==> src/rtl/fp_addsub_pkg.sv <==
// Shared types and field positions for the floating-point add/sub issue path.
package fp_addsub_pkg;

  // IEEE 754 single-precision layout
  localparam int FP_WIDTH = 32;
  localparam int EXP_MSB  = 30;
  localparam int EXP_LSB  = 23;

  // Operation selector carried with every issued operation
  typedef enum logic {
    OP_ADD = 1'b0,
    OP_SUB = 1'b1
  } op_e;

  // Requester identity travelling down the tag pipeline
  typedef logic req_id_t;

  localparam req_id_t REQ_ID0 = 1'b0;
  localparam req_id_t REQ_ID1 = 1'b1;

endpackage

==> src/rtl/rr_arbiter2.sv <==
// Two-way round-robin arbiter: combinational grants, registered priority.
module rr_arbiter2
  import fp_addsub_pkg::*;
(
  input  logic clk,
  input  logic rst_n,
  input  logic en,
  input  logic req0,
  input  logic req1,
  output logic gnt0,
  output logic gnt1
);

  req_id_t prio;

  // A requester wins when it holds priority or the other side is idle;
  // prio is a single bit, so the two grants can never both be high.
  assign gnt0 = en & req0 & ((prio == REQ_ID0) | ~req1);
  assign gnt1 = en & req1 & ((prio == REQ_ID1) | ~req0);

  // Priority flips to the loser after each grant and holds otherwise
  always_ff @(posedge clk) begin
    if (!rst_n) begin
      prio <= REQ_ID0;
    end else if (gnt0) begin
      prio <= REQ_ID1;
    end else if (gnt1) begin
      prio <= REQ_ID0;
    end
  end

endmodule

==> src/rtl/fp_addsub_arbiter.sv <==
// Shares one external fixed-latency FP add/sub datapath between two
// requesters. Each grant is registered into an issue stage, a LAT-deep tag
// pipeline remembers who issued it, and the datapath result is registered
// back to the owning requester as a one-cycle pulse. LAT must be 1..8.
module fp_addsub_arbiter
  import fp_addsub_pkg::*;
#(
  parameter int WIDTH = FP_WIDTH,
  parameter int LAT   = 3
) (
  input  logic             clk,
  input  logic             rst_n,
  input  logic             en,
  input  logic             req0_valid,
  output logic             req0_ready,
  input  logic [WIDTH-1:0] req0_a,
  input  logic [WIDTH-1:0] req0_b,
  input  logic             req0_op,
  input  logic             req1_valid,
  output logic             req1_ready,
  input  logic [WIDTH-1:0] req1_a,
  input  logic [WIDTH-1:0] req1_b,
  input  logic             req1_op,
  output logic             dp_valid,
  output logic [WIDTH-1:0] dp_a,
  output logic [WIDTH-1:0] dp_b,
  output logic             dp_op,
  input  logic [WIDTH-1:0] dp_res,
  output logic             rsp0_valid,
  output logic [WIDTH-1:0] rsp0_data,
  output logic             rsp0_ovf,
  output logic             rsp1_valid,
  output logic [WIDTH-1:0] rsp1_data,
  output logic             rsp1_ovf,
  output logic             busy
);

  // Exponent field all ones: infinity or NaN came back from the datapath
  function automatic logic exp_sat(input logic [WIDTH-1:0] x);
    return (x[EXP_MSB:EXP_LSB] == 8'hFF);
  endfunction

  logic gnt0;
  logic gnt1;
  logic gnt_any;

  rr_arbiter2 u_arb (
    .clk   (clk),
    .rst_n (rst_n),
    .en    (en),
    .req0  (req0_valid),
    .req1  (req1_valid),
    .gnt0  (gnt0),
    .gnt1  (gnt1)
  );

  assign req0_ready = gnt0;
  assign req1_ready = gnt1;
  assign gnt_any    = gnt0 | gnt1;

  // ---- stage p0: issue register feeding the datapath ----
  logic             vld_p0;
  logic [WIDTH-1:0] a_p0;
  logic [WIDTH-1:0] b_p0;
  op_e              op_p0;
  req_id_t          id_p0;

  // Capture the granted operation; operands hold when nothing is granted
  always_ff @(posedge clk) begin
    if (!rst_n) begin
      vld_p0 <= 1'b0;
      a_p0   <= '0;
      b_p0   <= '0;
      op_p0  <= OP_ADD;
      id_p0  <= REQ_ID0;
    end else begin
      vld_p0 <= gnt_any;
      if (gnt_any) begin
        a_p0  <= gnt1 ? req1_a : req0_a;
        b_p0  <= gnt1 ? req1_b : req0_b;
        op_p0 <= op_e'(gnt1 ? req1_op : req0_op);
        id_p0 <= gnt1 ? REQ_ID1 : REQ_ID0;
      end
    end
  end

  assign dp_valid = vld_p0;
  assign dp_a     = a_p0;
  assign dp_b     = b_p0;
  assign dp_op    = op_p0;

  // ---- stage p1: tag pipeline shadowing the datapath latency ----
  logic [LAT-1:0] vld_p1;
  req_id_t        id_p1 [LAT];
  logic           tag_vld;
  req_id_t        tag_id;

  // Tag valids shift one stage per cycle; reset drops anything in flight
  always_ff @(posedge clk) begin
    if (!rst_n) begin
      vld_p1 <= '0;
    end else begin
      vld_p1[0] <= vld_p0;
      for (int i = 1; i < LAT; i++) begin
        vld_p1[i] <= vld_p1[i-1];
      end
    end
  end

  // Requester ids ride alongside the valids; meaningless when valid is low
  always_ff @(posedge clk) begin
    id_p1[0] <= id_p0;
    for (int i = 1; i < LAT; i++) begin
      id_p1[i] <= id_p1[i-1];
    end
  end

  // The tag leaving the last stage lines up with dp_res for that issue
  assign tag_vld = vld_p1[LAT-1];
  assign tag_id  = id_p1[LAT-1];

  // ---- stage p2: response registers ----
  logic             rsp0_vld_p2;
  logic             rsp1_vld_p2;
  logic [WIDTH-1:0] rsp0_data_p2;
  logic [WIDTH-1:0] rsp1_data_p2;
  logic             rsp0_ovf_p2;
  logic             rsp1_ovf_p2;

  // Route the datapath result to its owner as a one-cycle pulse
  always_ff @(posedge clk) begin
    if (!rst_n) begin
      rsp0_vld_p2  <= 1'b0;
      rsp1_vld_p2  <= 1'b0;
      rsp0_data_p2 <= '0;
      rsp1_data_p2 <= '0;
      rsp0_ovf_p2  <= 1'b0;
      rsp1_ovf_p2  <= 1'b0;
    end else begin
      rsp0_vld_p2 <= tag_vld & (tag_id == REQ_ID0);
      rsp1_vld_p2 <= tag_vld & (tag_id == REQ_ID1);
      if (tag_vld && (tag_id == REQ_ID0)) begin
        rsp0_data_p2 <= dp_res;
        rsp0_ovf_p2  <= exp_sat(dp_res);
      end
      if (tag_vld && (tag_id == REQ_ID1)) begin
        rsp1_data_p2 <= dp_res;
        rsp1_ovf_p2  <= exp_sat(dp_res);
      end
    end
  end

  assign rsp0_valid = rsp0_vld_p2;
  assign rsp1_valid = rsp1_vld_p2;
  assign rsp0_data  = rsp0_data_p2;
  assign rsp1_data  = rsp1_data_p2;
  assign rsp0_ovf   = rsp0_ovf_p2;
  assign rsp1_ovf   = rsp1_ovf_p2;

  // Busy only looks at registered state, never at the request inputs
  assign busy = vld_p0 | (|vld_p1);

endmodule

==> config.mk <==
export PLATFORM = sky130hd
export DESIGN_NAME = fp_addsub_arbiter
export DESIGN_NICKNAME = d
export VERILOG_FILES = /design/src/rtl/fp_addsub_pkg.sv /design/src/rtl/rr_arbiter2.sv /design/src/rtl/fp_addsub_arbiter.sv
export SDC_FILE = /design/constraint.sdc
export NUM_CORES = 1
export LEC_CHECK = 0
export BUFFER_PORTS_ARGS = -buffer_cell sky130_fd_sc_hd__buf_4
export CORE_ASPECT_RATIO = 0.5
export CORE_MARGIN = 5
export CORE_UTILIZATION = 40
export CTS_CLUSTER_DIAMETER = 200
export DETAILED_ROUTE_END_ITERATION = 10
export PLACE_DENSITY = 0.72
export SLEW_MARGIN = 20
export SYNTH_ARGS = -nofsm -noshare
export SYNTH_HDL_FRONTEND = slang
export SYNTH_HIERARCHICAL = 1
export SYNTH_SLANG_ARGS = --single-unit
==> constraint.sdc <==
create_clock -name clk -period 2.1 [get_ports clk]
set_input_delay 0.105 -clock clk [delete_from_list [all_inputs] [get_ports clk]]
set_output_delay 0.105 -clock clk [all_outputs]
set_load 0.02 [all_outputs]
# [Word-level counts from Yosys, hierarchy flattened]
# Memories as Yosys holds them, arrays and structs flattened.
# Index checks and enable logic that the tools add are counted.
[totals] regBits=139 word_cells=39 ramBits=3 output_inout_bits=137 n_memories=1
[op_classes] reduce_logical=4 n_eq_ne=1 bitwise_logic=14 n_mux=6
[mem_list] name="id_p1" depth=3 width=1 read_ports=3 rd_clocked_by_memory_dff=0 write_ports=3 line="fp_addsub_arbiter.sv:94" text="req_id_t id_p1 [LAT];"
[op_table] op="2-to-1 mux 32 bit" n=2
[op_table] op="== test 8 bit, second input constant" n=1
[op_table] op="AND 1 bit" n=6
[op_table] op="2-to-1 mux 1 bit" n=4
[op_table] op="inverter 1 bit" n=4
[op_table] op="bitwise OR 1 bit" n=4
[op_table] op="OR reduction 3 bit" n=1
[op_table] op="logical AND 1 bit" n=2
[op_table] op="nonzero test 2 bit" n=1

# [Longest topological paths before layout]
[depth] ltp_word=5 mapped_depth=8

# [Modules after synthesis]
# Netlist, hierarchy kept.
[modules_own_cells] mod="fp_addsub_arbiter" seq_area_each_um2=2822.7 cells_per_inst=667 area_per_inst_um2=5830.6 n_inst=1
[modules_own_cells] mod="rr_arbiter2" seq_area_each_um2=20.0 cells_per_inst=9 area_per_inst_um2=58.8 n_inst=1

# [Worst setup path before layout]
# No wires, ideal clock.
[synth_path] path_type="flip-flop to flip-flop" start="register u_arb.prio" end="register a_p0[13] (netlist: dp_a[13])" period_less_slack_ns=1.707 n_path_buf=2 setup_ns=0.115 path_stages_with_launch=7 t_arrival_ns=1.592 slack_ns=0.393 cell_sequence="dfxtp_1 -> inv_1 -> a21oi_1 -> buf_2 -> buf_2 -> o21ai_1 -> and2_1"
[synth_between] elab_cells_between_ends=7 cone_classes="1 x mux; 6 x bitwise"
[synth_rtl] element="start, declared" line="rr_arbiter2.sv:14" text="req_id_t prio;"
[synth_rtl] element="start signal, assigned" line="rr_arbiter2.sv:24" text="prio <= REQ_ID0;"
[synth_rtl] element="start signal, assigned" line="rr_arbiter2.sv:26" text="prio <= REQ_ID1;"
[synth_rtl] element="start signal, assigned" line="rr_arbiter2.sv:28" text="prio <= REQ_ID0;"
[synth_rtl] element="bitwise OR 1 bit (*)" line="rr_arbiter2.sv:19" text="assign gnt1 = en & req1 & ((prio == REQ_ID1) | ~req0);"
[synth_rtl] element="AND 1 bit (*)" line="rr_arbiter2.sv:19"
[synth_rtl] element="net req1_ready" line="fp_addsub_arbiter.sv:20" text="output logic req1_ready,"
[synth_rtl] element="2-to-1 mux 32 bit or bitwise OR 1 bit (tied branches)" line="fp_addsub_arbiter.sv:79, fp_addsub_arbiter.sv:59"
[synth_rtl] element="end signal, assigned" line="fp_addsub_arbiter.sv:79" text="a_p0 <= gnt1 ? req1_a : req0_a;"
[synth_rtl] element="end, declared" line="fp_addsub_arbiter.sv:63" text="logic [WIDTH-1:0] a_p0;"
# Mark *: on every way through the listed nets, which the timed path passes. The rest lies on a longest branch.
# A chain may end at the register's enable or synchronous reset.

# [Worst setup path after layout]
[layout_path] start="register u_arb.prio" end="output port req1_ready"
[layout_between] elab_chain_len=2
[layout_rtl] element="bitwise OR 1 bit" line="rr_arbiter2.sv:19"
[layout_rtl] element="AND 1 bit" line="rr_arbiter2.sv:19"
[layout_rtl] element="end, declared" line="fp_addsub_arbiter.sv:20"
# Every way passes these cells.

==> impl_results.md <==
- FFs w/ async S/R, synth: 0
- Die height: 95.8 µm
- Leakage: 4.07 nW
- First-pass GRT wire length: 29100 µm
- Crit-path cells: inv_1 -> a21oi_4 -> buf_4 -> buf_4
- Largest net degree at the start of global routing: 75
- Slew @ Worst Pin: 0.509 ns
- # rows: 31
- Clock sink count: 142
- Starting Density: 0.408
- IO Pins: 304
- Cts repair resizes: 0
- Synth top area share: 0.483
- Slew Viols, Final: 0
- Max-slew headroom: 0.660
- Average size of a mapped cell: 8.71 µm²
- Vias per std cell: 4.76
- Status: finished, final reports clean
- Total gr overflow: 0
- DR pass1 iterations: 5
- Peak supply drop: 494 µV
- Crit-path max FO: 59
- CTS H-tree lvls: 4
- Clock tree buffer depth: 2
- Area of the die: 17400 µm²
- Critical path required time: 2.00 ns
- # diodes: 0
- Setup_tns: 0 ns
- Skew-Pair Late Insertion Delay: 0.41 ns
- Core Box Area: 14400 µm²
- Top FF cell, synth: dfxtp_1
- Util after Layout: 0.650
- Distinct cells, synth: 25
- Mapped Cells: 676
- RSZ-0062 raised after global routing: no
- Vias in the first global route: 5903
- EDFF count, synth: 0
- Mapped Area: 5890 µm²
- GRT Total Usage: 0.204
- CP endpoint kind: primary output
- Min-Delay Path Depth: 4
- Final ANT Viol Nets: 0
- Area leader, netlist: dfxtp_1
- Slowest-stage cell, CP: buf_4
- Fin crit share: 0.899
- Starting DRT DRC Count: 226
- Worst path max stage delay: 0.46 ns
- P&R area growth vs syn: 59.3%
- Most Frequent Cell on Critical Path: buf_4
- Final wirelength: 18600 µm
- Share of cells above drive strength 1: 0.342
- MaxCap Viol Count: 0
- Port bufs: 303
- Synth Warn #: 6
- Worst Reg-to-Reg Cells: 5
- Hold Fails Final Rpt: 0
- Sequential cell area fraction in the yosys report: 0.483
- CTS Buf Count: 17
- Nets: 1177
- WP data arrival: 1.78 ns
- Reg2Reg Setup Slack: 0.50 ns
- Worst hold path class: in2reg
- Post-DR wirelength/cell: 15.2 µm
- Max frequency: 529 MHz
- HPWL Detailed: 12700 µm
- Top-count cell post-synth: nand2_1
- Final setup viols: 0
- Clock skew: 0.00824 ns
- PD cells: 723 nW/µm²
- CP Class: reg2out
- Min Tclk post-route: 1.89 ns
- GP Congestion: 0.789
- Setup crit start kind: flop
- Initial antenna violation count: 0
- # DRC: 0
- Routed vias: 5809
- Synth top cells by count: 198 x nand2_1, 142 x dfxtp_1, 69 x and2_1
- Register bit count reported by yosys: 142
- Mapped Nets: 843
- CTS root buf: clkbuf_16
- Die W: 182 µm
- Register clock-pin slew on the reported worst setup and hold paths: 0.06 ns
- Synth area leaders: dfxtp_1 48%, nand2_1 13%, mux2i_1 11%, and2_1 7.3%, a21boi_0 6.6%
- TritonCTS clock tree: built
## stage by stage
step	power (mW)	instances	setup WS (ns)	instance area, µm²	hold WS (ns)
finish	6.79	1221	0.211	9380	0.0122
global placement	3.82	1136	0.555	8270	0.314
detailed placement	3.84	1136	0.518	8270	0.313
global route	7.09	1221	0.0819	9380	0.00263
CTS	6.85	1221	0.196	9380	0.000232
floorplan	3.36	676	0.393	5890	0.217
## layout make-up
type	instances	area, µm²
fillers	1231	5050
repair buffers	367	2940
flip-flops and latches	142	2840
multi-input cells	478	2760
clock buffers	18	439
well taps	198	248
clock inverters	14	138
inverters	4	15.0
## repair_timing
action / 4_1_cts / 5_1_grt
setup endpoints to repair: 0 / 0
setup buffers: 0 / 0
endpoints found under the hold margin: 83 / 0
hold buffers: 53 / 0
## cell families (layout without fill, tap and decap cells)
kind of cell	count (synthesis)	after routing	synth area share
AND/OR/NAND/NOR	276	276	0.209
buffers and inverters	56	403	0.0529
multiplexers	65	65	0.110
AO/OA/AOI/OAI	137	137	0.145
flip-flops	142	142	0.483
## critical path: cells and delay by family (launching register included)
| family | cells | cell delay (ns) |
|---|---|---|
| buf+inv | 3 | 0.79 |
| flops | 1 | 0.41 |
| compound gates | 1 | 0.16 |
## state kept, by name, indices dropped and copies added (netlist names)
| register | cells |
|---|---|
| dp_op | 1 |
| id_p1 | 3 |
| id_p0 | 1 |
| rsp0_ovf | 1 |
| rsp0_data | 32 |
| rsp1_ovf | 1 |
| dp_valid | 1 |
| dp_a | 32 |
| dp_b | 32 |
| u_arb/prio | 1 |
| vld_p1 | 3 |
| rsp1_valid | 1 |
| rsp0_valid | 1 |
| rsp1_data | 32 |
## power breakdown
group	switching, mW	internal [mW]	total, mW
combinational	0.446	0.561	1.01
clock	1.24	1.68	2.93
sequential	0.0572	2.80	2.85
## layer usage
metal	share of wire	global-route usage
met1	0.41	0.233
met4	0.028	0.0805
met3	0.045	0.0427
met5	0	0
met2	0.52	0.381
## path summary, 6_finish.rpt
path,endpoint,from
worst min-delay path,dp_a[27]$_SDFFE_PN0P_,req1_a[27]
worst max register to register,dp_a[29]$_SDFFE_PN0P_,u_arb/prio$_SDFFE_PN0P_
worst min register to register,id_p1[0][2]$_DFF_P_,id_p1[0][1]$_DFF_P_
worst max-delay path,req1_ready,u_arb/prio$_SDFFE_PN0P_
## placed cells by master, fill, tap and decap left out, drive strengths merged, types with 3 or more instances in the layout
master,netlist,routed
buf,31,314
clkbuf,21,18
and2,69,69
clkinv,0,6
dlygate4sd3,0,53
dfxtp,142,142
o21ai,67,67
mux2i,65,65
a21oi,3,3
nand2,198,198
inv,4,7
a21boi,64,64
clkinvlp,0,4
Note: power is estimated with default switching activity, not from simulation.
